$ cat src/rtl/multi_channel_clk_gen.sv
// Multi-channel programmable clock/enable generator: per-channel period and high
// time in clk cycles, continuous or one-shot, with boundary-aligned reconfiguration.
module multi_channel_clk_gen #(
  parameter int N_CH  = 4,
  parameter int CNT_W = 32,
  parameter int CH_W  = (N_CH > 1) ? $clog2(N_CH) : 1
) (
  input  logic              clk,
  input  logic              rst_n,
  input  logic              cfg_we,
  input  logic [CH_W-1:0]   cfg_ch,
  input  logic [CNT_W-1:0]  cfg_period,
  input  logic [CNT_W-1:0]  cfg_high,
  input  logic              cfg_oneshot,
  input  logic [N_CH-1:0]   ch_en,
  input  logic [N_CH-1:0]   start,
  output logic [N_CH-1:0]   clk_out,
  output logic [N_CH-1:0]   tick,
  output logic [N_CH-1:0]   busy
);

  genvar gi;
  generate
    for (gi = 0; gi < N_CH; gi++) begin : g_ch
      logic [CNT_W-1:0] sh_p, sh_h, act_p, act_h, cnt;
      logic             sh_os, act_os, pending, running, en_d;
      logic [CNT_W-1:0] sh_p_next, sh_h_next, cand_p, cand_h;
      logic [CNT_W-1:0] act_p_next, act_h_next, cnt_next;
      logic             sh_os_next, cand_os, act_os_next, pend_eff;
      logic             pending_next, running_next;
      logic             wr, wrap, start_ev, apply;
      logic             clk_out_reg, tick_reg, busy_reg;

      always_comb begin
        // A write in this cycle bypasses the shadow so it is visible to apply/start.
        wr         = cfg_we && (cfg_ch == CH_W'(gi));
        sh_p_next  = wr ? cfg_period  : sh_p;
        sh_h_next  = wr ? cfg_high    : sh_h;
        sh_os_next = wr ? cfg_oneshot : sh_os;
        pend_eff   = wr || pending;

        cand_p  = pend_eff ? sh_p_next  : act_p;
        cand_h  = pend_eff ? sh_h_next  : act_h;
        cand_os = pend_eff ? sh_os_next : act_os;

        wrap     = running && (cnt == act_p - CNT_W'(1));
        start_ev = ch_en[gi] && (start[gi] || !en_d) && (cand_p != '0);
        apply    = !running || wrap || start_ev || !ch_en[gi];

        act_p_next   = apply ? cand_p  : act_p;
        act_h_next   = apply ? cand_h  : act_h;
        act_os_next  = apply ? cand_os : act_os;
        pending_next = apply ? 1'b0    : pend_eff;

        cnt_next     = cnt;
        running_next = running;
        if (!ch_en[gi]) begin
          cnt_next     = '0;
          running_next = 1'b0;
        end else if (start_ev) begin
          cnt_next     = '0;
          running_next = 1'b1;
        end else if (wrap) begin
          // One-shot ends on its own period's mode; a newly applied P = 0 stops too.
          cnt_next     = '0;
          running_next = !act_os && (cand_p != '0);
        end else if (running) begin
          cnt_next = cnt + CNT_W'(1);
        end
      end

      always_ff @(posedge clk or negedge rst_n) begin
        if (!rst_n) begin
          sh_p        <= '0;
          sh_h        <= '0;
          sh_os       <= 1'b0;
          pending     <= 1'b0;
          act_p       <= '0;
          act_h       <= '0;
          act_os      <= 1'b0;
          cnt         <= '0;
          running     <= 1'b0;
          en_d        <= 1'b0;
          clk_out_reg <= 1'b0;
          tick_reg    <= 1'b0;
          busy_reg    <= 1'b0;
        end else begin
          sh_p        <= sh_p_next;
          sh_h        <= sh_h_next;
          sh_os       <= sh_os_next;
          pending     <= pending_next;
          act_p       <= act_p_next;
          act_h       <= act_h_next;
          act_os      <= act_os_next;
          cnt         <= cnt_next;
          running     <= running_next;
          en_d        <= ch_en[gi];
          clk_out_reg <= running_next && (cnt_next < act_h_next);
          tick_reg    <= running_next && (cnt_next == '0);
          busy_reg    <= running_next;
        end
      end

      assign clk_out[gi] = clk_out_reg;
      assign tick[gi]    = tick_reg;
      assign busy[gi]    = busy_reg;
    end
  endgenerate

endmodule

$ cat config.mk
export PLATFORM = sky130hd
export DESIGN_NAME = multi_channel_clk_gen
export DESIGN_NICKNAME = d
export VERILOG_FILES = /design/src/rtl/multi_channel_clk_gen.sv
export SDC_FILE = /design/constraint.sdc
export NUM_CORES = 1
export LEC_CHECK = 0
export ABC_AREA = 1
export BUFFER_PORTS_ARGS = -buffer_cell sky130_fd_sc_hd__buf_4
export CAP_MARGIN = 20
export CELL_PAD_IN_SITES_DETAIL_PLACEMENT = 0
export CELL_PAD_IN_SITES_GLOBAL_PLACEMENT = 1
export CORE_MARGIN = 4
export CORE_UTILIZATION = 43
export CTS_CLUSTER_SIZE = 8
export DETAILED_ROUTE_END_ITERATION = 8
export PLACE_DENSITY_LB_ADDON = 0.1
export SLEW_MARGIN = 20
export SYNTH_ARGS = -nofsm -noshare
export SYNTH_HDL_FRONTEND = slang
export SYNTH_SLANG_ARGS = --single-unit
$ cat constraint.sdc
create_clock -name clk -period 3.5 [get_ports clk]
set_input_delay 0 -clock clk [delete_from_list [all_inputs] [get_ports clk]]
set_output_delay 0 -clock clk [all_outputs]
set_load 0.01 [all_outputs]
Word level (Yosys, flattened, before mapping):

Index checks and enable logic that the tools add are counted.

* register bits after elaboration: 668
* output and inout bits: 12
* word-level logic and storage cells: 200

* add/sub/neg operators: 8
* order comparisons: 4
* eq/ne operators: 7
* multiplexer cells: 56
* reductions and logical operators: 77

Operator list (count)
* $mux W32: 36
* $add A32 B1 Y32 const B: 4
* $eq A32 B32 Y1: 4
* $logic_not A32 Y1: 4
* $lt A32 B32 Y1: 4
* $reduce_bool A32 Y1: 4
* $sub A32 B1 Y32 const B: 4
* $logic_and A1 B1 Y1: 28
* $logic_or A1 B1 Y1: 20
* $mux W1: 20
* $logic_not A1 Y1: 16
* $reduce_and A2 Y1: 4
* $eq A2 B2 Y1 const B: 2
* $eq A2 B1 Y1 const B: 1
* $logic_not A2 Y1: 1

Logic depth before layout (Yosys ltp):

Gate-level depths: netlist of the first run.

* depth in word-level cells: 11
* gate-level depth with buffers: 31
* gate-level depth less buffers: 29

Worst setup path before layout of the first run:

OpenSTA, ideal clock, no wires.

* path type: flip-flop to flip-flop
* start point: register g_ch[3].act_p[0]
* end point: register g_ch[3].clk_out_reg
* arrival: 3462 ps
* required time: 3372 ps
* setup slack: -91 ps
* cell stages (with the launch flop): 26
* buffers on the path: 1
* period minus slack after synthesis: 3591 ps
* path through: dfrtp_1 inv_1 ha_1 nand2_1 nor2_2 nand2_1 nor2_1 nand2_1 nand2_1 nand2_1 inv_1 nand2_1 nor2_1 nand3_1 nand3_2 nand2_1 buf_2 o21ai_0 inv_1 ha_1 nand4_1 or3_1 a21oi_1 a21oi_1 o2111ai_1 a21oi_1

* longest elaborated chain between the ends: 9
* elaborated cells on any way between the ends: 19

Ends and longest elaborated chain
* start, declared: line 25 `logic [CNT_W-1:0] sh_p, sh_h, act_p, act_h, cnt;`
* start signal, assigned: line 92 `act_p <= act_p_next;`
* $sub A32 B1 Y32: line 46 `wrap = running && (cnt == act_p - CNT_W'(1));`
* $eq A32 B32 Y1: line 46
* $logic_and A1 B1 Y1: line 46
* $logic_or A1 B1 Y1: line 48 `apply = !running || wrap || start_ev || !ch_en[gi];`
* $logic_or A1 B1 Y1 * (2 in a row): line 48
* $mux W32 *: line 51 `act_h_next = apply ? cand_h : act_h;`
* named net g_ch[3].act_h_next[31]: line 28 `logic [CNT_W-1:0] act_p_next, act_h_next, cnt_next;`
* $lt A32 B32 Y1 *: line 98 `clk_out_reg <= running_next && (cnt_next < act_h_next);`
* $logic_and A1 B1 Y1 *: line 98
* end signal, assigned: line 98
* end, declared: line 32 `logic clk_out_reg, tick_reg, busy_reg;`

The timed path passes the listed nets; every way through them passes the cells marked *.
A chain may end at the register's enable or synchronous reset.

Worst setup path after layout of the first run:

* start point: register g_ch[3].act_p[2]
* end point: register g_ch[3].clk_out_reg

The elaborated chain is that of the path after synthesis.

==> impl_results.md, run 1 <==
* Skew-Pair Late Insertion Delay at 690 ps
* Top-area cell type share of the netlist area at 42.80%
* Row Count at 110
* Pre-CTS setup slack at -572.7 ps
* Routed vias at a little under 40000
* Required @ worst endpoint at 4050 ps
* Max_slew headroom at 32.38%
* Total power at 0.02637 W
* Synthesized instance count at 5282
* TritonRoute pass-1 iters at 5
* Initial DRC Count at about 3000
* CP most frequent cell: a21oi_1
* WL final at 144000 um
* CP endpoint kind: register
* Fillers at 8226
* PnR worst setup slack at -249.9 ps
* Cell breakdown of the critical path: nor2_2 -> nand2_2 -> nor2_1 -> buf_4 -> nand2_2 -> nor2_1 -> nand2_1 -> a21oi_1 -> nand2_1 -> nor2_4 -> nand3_4 -> nand3_4 -> nand2_8 -> buf_12 -> buf_16 -> o21ai_4 -> inv_2 -> ha_4 -> nand4_1 -> or3_4 -> a21oi_2 -> a21oi_1 -> o2111ai_1 -> a21oi_1
* Avg WL per Cell at roughly 19 um
* Placed inst area at 47970 um2
* Cell with the most instances after synthesis: nand2_1
* Post-synth EDFFs at 0
* Final period util at 107.1%
* RSZ-0062 raised after global routing: true
* Chip width at 309.4 um
* Hold_ws at 42.80 ps
* Ports at 90
* Largest net degree at the start of global routing at 95
* Net Switching at about 0.0086 W
* Critical-path top delay cell: dfrtp_2
* First-pass GRT wire length at 218100 um
* CTS Sinks at 668
* Worst clock skew at 33.40 ps
* Clock Power Share at 31.8%
* Initial antenna violation count at 8
* Min Tclk post-route at around 3700 ps
* H-tree depth at 3
* Vias in the first global route at 37120
* P_int at 0.01774 W
* Vias per cell at 5.004
* Post-synth top cells: 1446 x nand2_1, 752 x inv_1, 668 x dfrtp_1, 563 x nor2_1, 339 x o21ai_0
* Hold Fails Final Rpt at 0
* Hold Crit Class: in2reg
* Worst Max-Slew Pin Slew at approximately 1000 ps
* Die Area at 95720 um2
* Clk root buf: clkbuf_16
* Design area at 55330 um2
* Syn_nets at 5492
* Synthesis Warnings at 0
* Net Sw Frac at 32.72%
* Crit Path Max Fanout at 8
* CP Launch Type: register
* Leak pwr at 28.21 nW
* Critical Path AT at between 4000 and 5000 ps
* Initial Util at 43.39%
* Cell taking the most area after synthesis: dfrtp_1
* Crit path buf inv count at 4
* Status: complete, but fails checks
* Comb pwr share at 30.9%
* Final #Nets at between 6000 and 7000
* Largest stage delay, worst path at 440 ps
* Clock-pin slew on the worst setup and hold paths at 50 ps
* Critical path class: reg2reg
* Max-slew violation count at 0
* Max cap viols at 0
* Port bufs at 89
* Reg power frac at 37.3%
* Number of CTS-inserted buffers at 94
* PD cells at 476.5 nW/um2
* Sequential fraction of the synthesis area at 42.80%
* Core Region at 90010 um2
* CP delay by family, top: simple AND/OR/NAND/NOR gates
* Maximum clock path buffer count at 3
* Layout cells sized above 1 at 28.28%
* Area grow syn2layout at 41.66%
* Synth Cell Area at 39060 um2
* Chip height at 309.4 um
* Violated checks: setup timing
* Async set or reset register ratio after synthesis at 100.0%
* Post-route DRC at 0
* Number of synthesized register bits at 668
* Top post-synthesis cells by area: dfrtp_1 43%, nand2_1 14%, inv_1 7.2%, nor2_1 5.4%, o21ai_0 4.3%
* Final setup viols at 4
* Total global-route track usage at 29.74%
* Number of nets with antenna violations after routing at 0
* CTS tree: yes
* Routability cong. at 0.9357
* Fmax at roughly 0.27 GHz
* Number of distinct library cells after synthesis at 56
* Avg Synthesized Cell Area at 7.395 um2
* Dpl hpwl at 104100 um
* Main synth FF type: dfrtp_1
* VDD IR-drop max at 0.4544 mV
* GR Overflow Total at 0
==> final cells by class <==
| class | count | area, um2 | share of cell area, % |
|---|---|---|---|
| clock buffers | 100 | 2405 | 4.346 |
| flip-flops and latches | 668 | 16770 | 30.31 |
| multi-input cells | 3675 | 20710 | 37.43 |
| clock inverters | 8 | 150.1 | 0.2714 |
| well taps | 1176 | 1471 | 2.659 |
| inverters | 762 | 2885 | 5.215 |
| diodes | 2 | 5.005 | 0.009045 |
| repair buffers | 1294 | 10930 | 19.76 |
==> worst register-to-register path, delay by kind of cell, from the launching register on <==
kind / cells / cell delay (ps)
simple gates: 13 / 1770
compound gates: 6 / 610
buf+inv: 4 / 530
flops: 1 / 440
fa+ha+maj: 1 / 270
==> stage by stage <==
step                utilization [%]  std cells  TNS (ps)
CTS                           59.12       7620    -587.2
global route                  61.46       7683     -1834
floorplan                         -       5282    -36.09
detailed placement            53.30       7341     -2066
global placement              53.30       7341     -1863
finish                        61.47       7685    -831.5
==> cells by family (layout without fill, tap and decap cells) <==
logic type,after synthesis,in the layout,share of synthesized area (%)
AO/OA/AOI/OAI,585,585,8.069
XOR/XNOR,239,239,5.359
adder cells (fa/ha/maj),132,132,4.228
buffers and inverters,940,2164,9.568
flip-flops,668,668,42.80
multiplexers,33,33,0.8521
other,0,2,0
AND/OR/NAND/NOR,2685,2686,29.13
==> worst paths after layout <==
| path | startpoint | endpoint | slack, ps | cells past startpoint |
|---|---|---|---|---|
| max in group asynchronous | rst_n | g_ch[3].sh_h[27] | 1220 | 4 |
| setup reg to reg | g_ch[3].act_p[2] | g_ch[3].clk_out_reg | -250 | 24 |
| hold reg to reg | g_ch[2].sh_p[26] | g_ch[2].sh_p[26] | 470 | 2 |
| hold / removal | cfg_ch[0] | g_ch[3].sh_p[9] | 40 | 5 |
| min in group asynchronous | rst_n | g_ch[3].sh_h[11] | 510 | 3 |
| setup / recovery | g_ch[3].act_p[2] | g_ch[3].clk_out_reg | -250 | 24 |
==> timing repair <==
item	CTS	global route
hold buffers	116	0
setup buffers	42	60
endpoints found under the setup margin	7	8
resized for setup	296	447
endpoints found under the hold margin	663	0
pin swaps	92	175
cloned	13	5
==> power by group through the flow <==
stage	clock network, W	logic [W]	registers [W]
3_5_place_dp	0	0.00701	0.00982
3_3_place_gp	0	0.00692	0.00979
2_1_floorplan	0	0.00358	0.00964
4_1_cts	0.00854	0.00752	0.00973
6_report	0.00837	0.00815	0.00984
5_1_grt	0.00890	0.00909	0.00998
==> cell usage in the layout, fill, tap and decap left out, drive strengths merged, types with 2 or more instances in the layout <==
cell,instances
clkbuf,105
nor3b,6
diode,2
a21oi,147
a211oi,10
o21bai,26
nor2,576
nor3,112
nor4b,2
o221a,4
or2,51
nor4,33
a31oi,4
o21ai,374
nand4,126
o2111ai,2
ha,132
clkinv,5
inv,765
xor2,143
mux2i,31
nand2,1450
o211ai,7
a21o,3
mux2,2
and2,6
and3,4
a32oi,2
nand3b,22
dfrtp,668
nand3,295
dlygate4sd3,115
xnor2,96
buf,1173
==> routing by layer <==
metal / up-vias / GRT usage (%) / share of wire, %
met4: 0 / 9.134 / 3.3
met1: 18130 / 41.40 / 45
met2: 935 / 48.47 / 46
li1: 19170 / - / -
met5: - / 0 / 0
met3: 221 / 4.096 / 5.3
Power figures use the tool's default switching activity.
==> run 2, diff against run 1 <==
Settings changed: CORE_UTILIZATION 43 to 28.
==> run 2 against run 1 <==
Against the previous run:
- the flow still finishes with violations (setup timing)
- design area rose by 3.6%
- largest power group unchanged
- fmax barely moved
- sequential power fell by 0.7%
- non-clock buffer count rose by 98
- clock power rose by 2.9%
- highest routed layer unchanged
==> impl_results.md, run 2 (synthesis results as in run 1) <==
* Number of CTS-inserted buffers at 95 (was 94)
* Critical-path top delay cell: dfrtp_1 (was dfrtp_2)
* Critical path class: reg2reg (unchanged)
* Number of nets with antenna violations after routing at 0 (unchanged)
* RSZ-0062 raised after global routing: true (unchanged)
* First-pass GRT wire length at 237500 um (was 218100 um)
* Leak pwr at 28.81 nW (was 28.21 nW)
* Dpl hpwl at 121500 um (was 104100 um)
* VDD IR-drop max at 0.3937 mV (was 0.4544 mV)
* Fmax at 0.2666 GHz (was 0.2667 GHz)
* Busiest grt layer: met2 (unchanged)
* Port bufs at 89 (unchanged)
* Reg power frac at 36.8% (was 37.3%)
* Final period util at 107.2% (was 107.1%)
* Violated checks: setup timing (unchanged)
* Max cap viols at 0 (unchanged)
* Comb pwr share at 30.8% (was 30.9%)
* Core Region at 138000 um2 (was 90010 um2)
* R2R setup slack at -250 ps (about the same)
* Vias per cell at 4.473 (was 5.004)
* Ports at 90 (unchanged)
* CTS Sinks at 668 (unchanged)
* Chip width at 381.5 um (was 309.4 um)
* P_int at 0.01784 W (was 0.01774 W)
* Avg WL per Cell at 19.00 um (was 18.74 um)
* Worst clock skew at 35.48 ps (was 33.40 ps)
* Worst min-delay path startpoint: cfg_ch[0] (unchanged)
* GR met1 Demand/Resource at 30.13% (was 41.40%)
* GR Overflow Total at 0 (unchanged)
* PD cells at 463.2 nW/um2 (was 476.5 nW/um2)
* Final #Nets at 6806 (was 6705)
* Max_slew headroom at 51.44% (was 32.38%)
* TritonRoute pass-1 iters at 5 (unchanged)
* Clock-pin slew on the worst setup and hold paths at 50 ps (about the same)
* Most frequent cells in the layout: 1381 x nand2_1, 1149 x buf_4, 712 x inv_1, 652 x dfrtp_1, 435 x nor2_1 (was 1377 x nand2_1, 1085 x buf_4, 717 x inv_1, 624 x dfrtp_1, 425 x nor2_1)
* Critical Path AT at 4360 ps (was 4300 ps)
* Vias in the first global route at 36770 (was 37120)
* Reg area at 16740 um2 (was 16770 um2)
* Min Tclk post-route at 3751 ps (was 3750 ps)
* Max-slew violation count at 0 (unchanged)
* CP Launch Type: register (unchanged)
* Setup Total Neg Slack at -802.3 ps (was -831.5 ps)
* Skew-Pair Late Insertion Delay at 710 ps (was 690 ps)
* H-tree depth at 3 (unchanged)
* Antenna Cells at 0 (was 2)
* Worst reg2reg path startpoint: g_ch[2].pending (was g_ch[3].act_p[2])
* Fillers at 14330 (was 8226)
* Routed vias at 37910 (was 38450)
* Net Sw Frac at 32.83% (was 32.72%)
* Die Area at 145500 um2 (was 95720 um2)
* Area grow syn2layout at 46.78% (was 41.66%)
* PnR worst setup slack at -251.1 ps (was -249.9 ps)
* Initial Util at 28.30% (was 43.39%)
* Initial antenna violation count at 18 (was 8)
* Largest net degree at the start of global routing at 73 (was 95)
* M3 GR Usage at 2.737% (was 4.096%)
* Total global-route track usage at 21.65% (was 29.74%)
* Final setup viols at 4 (unchanged)
* Hold_ws at 35.68 ps (was 42.80 ps)
* Reg2reg end: g_ch[2].clk_out_reg (was g_ch[3].clk_out_reg)
* Multi-input gate area at 20900 um2 (was 20710 um2)
* Hold Crit Class: in2reg (unchanged)
* Post-route DRC at 0 (unchanged)
* Net Switching at 0.008719 W (was 0.008627 W)
* Routability cong. at 0.8557 (was 0.9357)
* Required @ worst endpoint at 4110 ps (was 4050 ps)
* CP most frequent cell: nand2_1 (was a21oi_1)
* Worst Max-Slew Pin Slew at 720.7 ps (was 1004 ps)
* Largest stage delay, worst path at 360 ps (was 440 ps)
* R2R cell count at 27 (was 24)
* Commonest non-fill, non-tap cell in the layout: nand2_1 (unchanged)
* CTS tree: yes (unchanged)
* Hold path depth at 7 (was 5)
* Chip height at 381.5 um (was 309.4 um)
* Met2 Resource Use GR at 35.44% (was 48.47%)
* Clk root buf: clkbuf_16 (unchanged)
* Maximum clock path buffer count at 3 (unchanged)
* WL final at 161000 um (was 144000 um)
* Initial DRC Count at 2410 (was 2974)
* Layout cells sized above 1 at 28.79% (was 28.28%)
* Hold-critical path endpoint: g_ch[0].sh_p[20] (was g_ch[3].sh_p[9])
* Clock Power Share at 32.4% (was 31.8%)
* Hold Fails Final Rpt at 0 (unchanged)
* Crit Path Max Fanout at 17 (was 8)
* Row Count at 136 (was 110)
* Status: complete, but fails checks (unchanged)
* CP endpoint kind: register (unchanged)
[run 2: worst max-delay path by stage]
stage | start | end | cells past startpoint | slack [ps]
after floorplan | g_ch[3].act_p[0] | g_ch[3].clk_out_reg | 25 | -40
after global placement | g_ch[2].act_p[2] | g_ch[2].clk_out_reg | 24 | -810
after detailed placement | g_ch[2].act_p[0] | g_ch[2].clk_out_reg | 27 | -880
after CTS | g_ch[3].pending | g_ch[3].clk_out_reg | 32 | -390
after global routing | g_ch[2].act_p[12] | g_ch[2].clk_out_reg | 28 | -580
final | g_ch[2].pending | g_ch[2].clk_out_reg | 27 | -250
[run 2: power groups by stage]
stage	Combinational [W]	Clock (W)	Sequential, W
final	0.00818	0.00861	0.00977
after global routing	0.00916	0.00919	0.00991
after CTS	0.00778	0.00892	0.00970
after detailed placement	0.00728	0	0.00981
after global placement	0.00726	0	0.00979
after floorplan	0.00358	0	0.00964
[run 2: layer usage]
metal	vias up	share of wire (%)
li1	19390	-
met1	17780	47
met2	586	47
met3	160	3.7
met4	0	2.6
met5	-	0
[run 2: worst max-delay path, delay by kind of cell, from the launching register on]
kind                       cells  cell delay (ps)
AOI/OAI and AO/OA              6              810
adders and majority gates      1              310
buffers and inverters          7              860
DFF                            1              360
and+or+nand+nor               13             1290
[run 2: stage by stage]
step / instance area, um2 / total power [W] / setup slack (ps) / cells / utilization [%]
after floorplan: 39070 / 0.01322 / -36.09 / 5282 / -
after global placement: 49930 / 0.01705 / -807.5 / 8146 / 36.18
after detailed placement: 49930 / 0.01709 / -881.5 / 8146 / 36.18
after CTS: 55300 / 0.02640 / -390.6 / 8436 / 40.07
after global routing: 57330 / 0.02826 / -578.7 / 8476 / 41.54
final: 57330 / 0.02656 / -251.1 / 8476 / 41.54
[run 2: layout make-up]
class	instances	area share, %
Clock buffer	107	4.297
Clock inverter	7	0.2095
Inverter	762	5.041
Multi-Input combinational cell	3677	36.45
Sequential cell	668	29.19
Tap cell	1863	4.066
Timing Repair Buffer	1392	20.74
[run 2: what timing repair did]
action                                  4_1_cts  5_1_grt
setup buffers                                26       43
hold buffers                                138        3
pin swaps                                    53      156
gates cloned                                 12        5
gates resized for setup                     280      448
endpoints found under the setup margin        7       40
hold endpoints to repair                    824        8
==> run 3, diff against run 2 <==
Settings changed: CORE_MARGIN 4 to not set.
==> run 3 against run 2 <==
Against the previous run:
- the run still ends with setup timing left
- critical path depth is 1 higher
- first-iteration DRC count is 4.0% lower
- core utilization is 0.17 points higher
- sequential share of layout area is 0.081 points lower
- clock skew is 18 ps lower
- via count is 0.83% higher
- design area is 0.41% higher
- count of clock-buffer cells in the layout is 6 higher
- sequential power hardly changed
- register-to-register slack worse by 40 ps
- fmax is 1.2% lower
- clock power is 1% higher
- critical endpoint is now g_ch[0].clk_out_reg
- highest routed layer unchanged
==> impl_results.md, run 3 (synthesis results as in run 1) <==
* Chip width at 375.5 um (was 381.5 um)
* Net Sw Frac at 33.11% (was 32.83%)
* Routability cong. at 0.8677 (was 0.8557)
* Leak pwr at 28.84 nW (was 28.81 nW)
* Initial DRC Count at 2314 (was 2410)
* Min Tclk post-route at 3795 ps (was 3751 ps)
* Hold Crit Class: in2reg (unchanged)
* Die Area at 141000 um2 (was 145500 um2)
* Final setup viols at 5 (was 4)
* PnR worst setup slack at -294.9 ps (was -251.1 ps)
* Number of CTS-inserted buffers at 96 (was 95)
* Critical Path AT at 4370 ps (was 4360 ps)
* Final #Nets at 6800 (was 6806)
* Initial antenna violation count at 16 (was 18)
* Setup Total Neg Slack at -900.0 ps (was -802.3 ps)
* RSZ-0062 raised after global routing: true (unchanged)
* GR Overflow Total at 0 (unchanged)
* Vias per cell at 4.507 (was 4.473)
* Largest stage delay, worst path at 380 ps (was 360 ps)
* First-pass GRT wire length at 240700 um (was 237500 um)
* TritonRoute pass-1 iters at 5 (unchanged)
* Row Count at 136 (unchanged)
* Max_slew headroom at 47.12% (was 51.44%)
* Fmax at 0.2635 GHz (was 0.2666 GHz)
* Vias in the first global route at 37540 (was 36770)
* Ports at 90 (unchanged)
* VDD IR-drop max at 0.3408 mV (was 0.3937 mV)
* Clk root buf: clkbuf_16 (unchanged)
* Port bufs at 89 (unchanged)
* Worst clock skew at 17.46 ps (was 35.48 ps)
* Required @ worst endpoint at 4080 ps (was 4110 ps)
* Post-route DRC at 0 (unchanged)
* Comb pwr share at 31.3% (was 30.8%)
* Skew-Pair Late Insertion Delay at 700 ps (was 710 ps)
* Final period util at 108.4% (was 107.2%)
* Worst Max-Slew Pin Slew at 793.3 ps (was 720.7 ps)
* CP delay by family, top: simple AND/OR/NAND/NOR gates (unchanged)
* WL final at 161700 um (was 161000 um)
* Violated checks: setup timing (unchanged)
* Maximum clock path buffer count at 3 (unchanged)
* Commonest non-fill, non-tap cell in the layout: nand2_1 (unchanged)
* CP Launch Type: register (unchanged)
* Number of nets with antenna violations after routing at 0 (unchanged)
* Max cap viols at 0 (unchanged)
* Crit path buf inv count at 10 (was 7)
* Largest net degree at the start of global routing at 124 (was 73)
* Clock-pin slew on the worst setup and hold paths at 60 ps (was 50 ps)
* Critical-path top delay cell: dfrtp_1 (unchanged)
* Fin util at 41.72% (was 41.54%)
* Status: complete, but fails checks (unchanged)
* Routed vias at 38230 (was 37910)
* Clock Power Share at 32.4% (about the same)
* Placed inst area at 49440 um2 (was 49930 um2)
* Chip height at 375.5 um (was 381.5 um)
* CP endpoint kind: register (unchanged)
* P_int at 0.01803 W (was 0.01784 W)
* Net Switching at 0.008926 W (was 0.008719 W)
* Most frequent cells in the layout: 1357 x nand2_1, 1138 x buf_4, 710 x inv_1, 634 x dfrtp_1, 417 x nor2_1 (was 1381 x nand2_1, 1149 x buf_4, 712 x inv_1, 652 x dfrtp_1, 435 x nor2_1)
* Dpl hpwl at 118500 um (was 121500 um)
* Reg power frac at 36.3% (was 36.8%)
* CTS tree: yes (unchanged)
* Crit Path Max Fanout at 10 (was 17)
* Critical path class: reg2reg (unchanged)
* H-tree depth at 3 (unchanged)
* Design area at 57570 um2 (was 57330 um2)
* PD cells at 468.2 nW/um2 (was 463.2 nW/um2)
* Core Region at 138000 um2 (unchanged)
* Hold Fails Final Rpt at 0 (unchanged)
* Layout cells sized above 1 at 29.73% (was 28.79%)
* CTS Sinks at 668 (unchanged)
* Avg WL per Cell at 19.07 um (was 19.00 um)
* Initial Util at 28.30% (unchanged)
* Total global-route track usage at 22.75% (was 21.65%)
* Area grow syn2layout at 47.39% (was 46.78%)
* Max-slew violation count at 0 (unchanged)
## run 3: repair_timing
action / 4_1_cts / 5_1_grt
setup buffers: 51 / 52
hold buffers: 140 / 1
gates cloned: 11 / 8
endpoints found under the hold margin: 1077 / 13
pin swaps: 116 / 155
endpoints found under the setup margin: 7 / 8
resized for setup: 404 / 444
## run 3: layer usage
metal	global-route usage, %	part of all wire (%)	wire length, um
met5	0	0	0
met4	5.884	2.7	4351
met3	2.095	3.3	5280
met2	37.13	46	74600
met1	32.12	48	77460
## run 3: final timing paths
| path | cells past startpoint | start | slack (ps) | to |
|---|---|---|---|---|
| hold / removal | 6 | cfg_ch[0] | 50 | g_ch[0].sh_p[20] |
| min in group asynchronous | 3 | rst_n | 70 | g_ch[1].cnt[27] |
| hold reg to reg | 2 | g_ch[2].sh_p[22] | 460 | g_ch[2].sh_p[22] |
| setup reg to reg | 28 | g_ch[0].act_p[0] | -290 | g_ch[0].clk_out_reg |
| setup / recovery | 28 | g_ch[0].act_p[0] | -290 | g_ch[0].clk_out_reg |
| max in group asynchronous | 3 | rst_n | 2640 | g_ch[3].sh_p[19] |
## run 3: worst reg2reg max path, delay by kind of cell, from the launching register on
kind	cells	cell delay, ps
flip-flops	1	380
AO/OA/AOI/OAI	2	270
buffers and inverters	10	1160
adder cells (fa/ha/maj)	1	270
AND/OR/NAND/NOR	15	1580
## run 3: power by group through the flow
| stage | clock network (W) | registers, W | logic (W) |
|---|---|---|---|
| final | 0.00872 | 0.00980 | 0.00843 |
| after global routing | 0.00930 | 0.00995 | 0.00945 |
| after CTS | 0.00902 | 0.00974 | 0.00794 |
| after detailed placement | 0 | 0.00980 | 0.00729 |
| after global placement | 0 | 0.00979 | 0.00727 |
| after floorplan | 0 | 0.00964 | 0.00358 |
## run 3: cell type report
cell class                 instances  area [um2]
clock buffer                     113        2526
clock inverter                     8       145.1
multi-input combinational       3676       21130
timing repair buffer            1386       11770
fill                           14280       80430
tap                             1863        2331
inverter                         762        2894
antenna                            5       12.51
sequential                       668       16760
## run 3: per-stage QoR
stage          setup slack [ps]  total power [W]  std cells  hold slack, ps
6_report                 -294.9          0.02696       8481           50.03
5_1_grt                  -541.2          0.02870       8478           37.43
4_1_cts                  -315.9          0.02670       8422          0.5000
3_5_place_dp             -803.8          0.01709       8101           26.19
3_3_place_gp             -845.4          0.01706       8101           14.03
2_1_floorplan            -36.09          0.01322       5282          -295.6
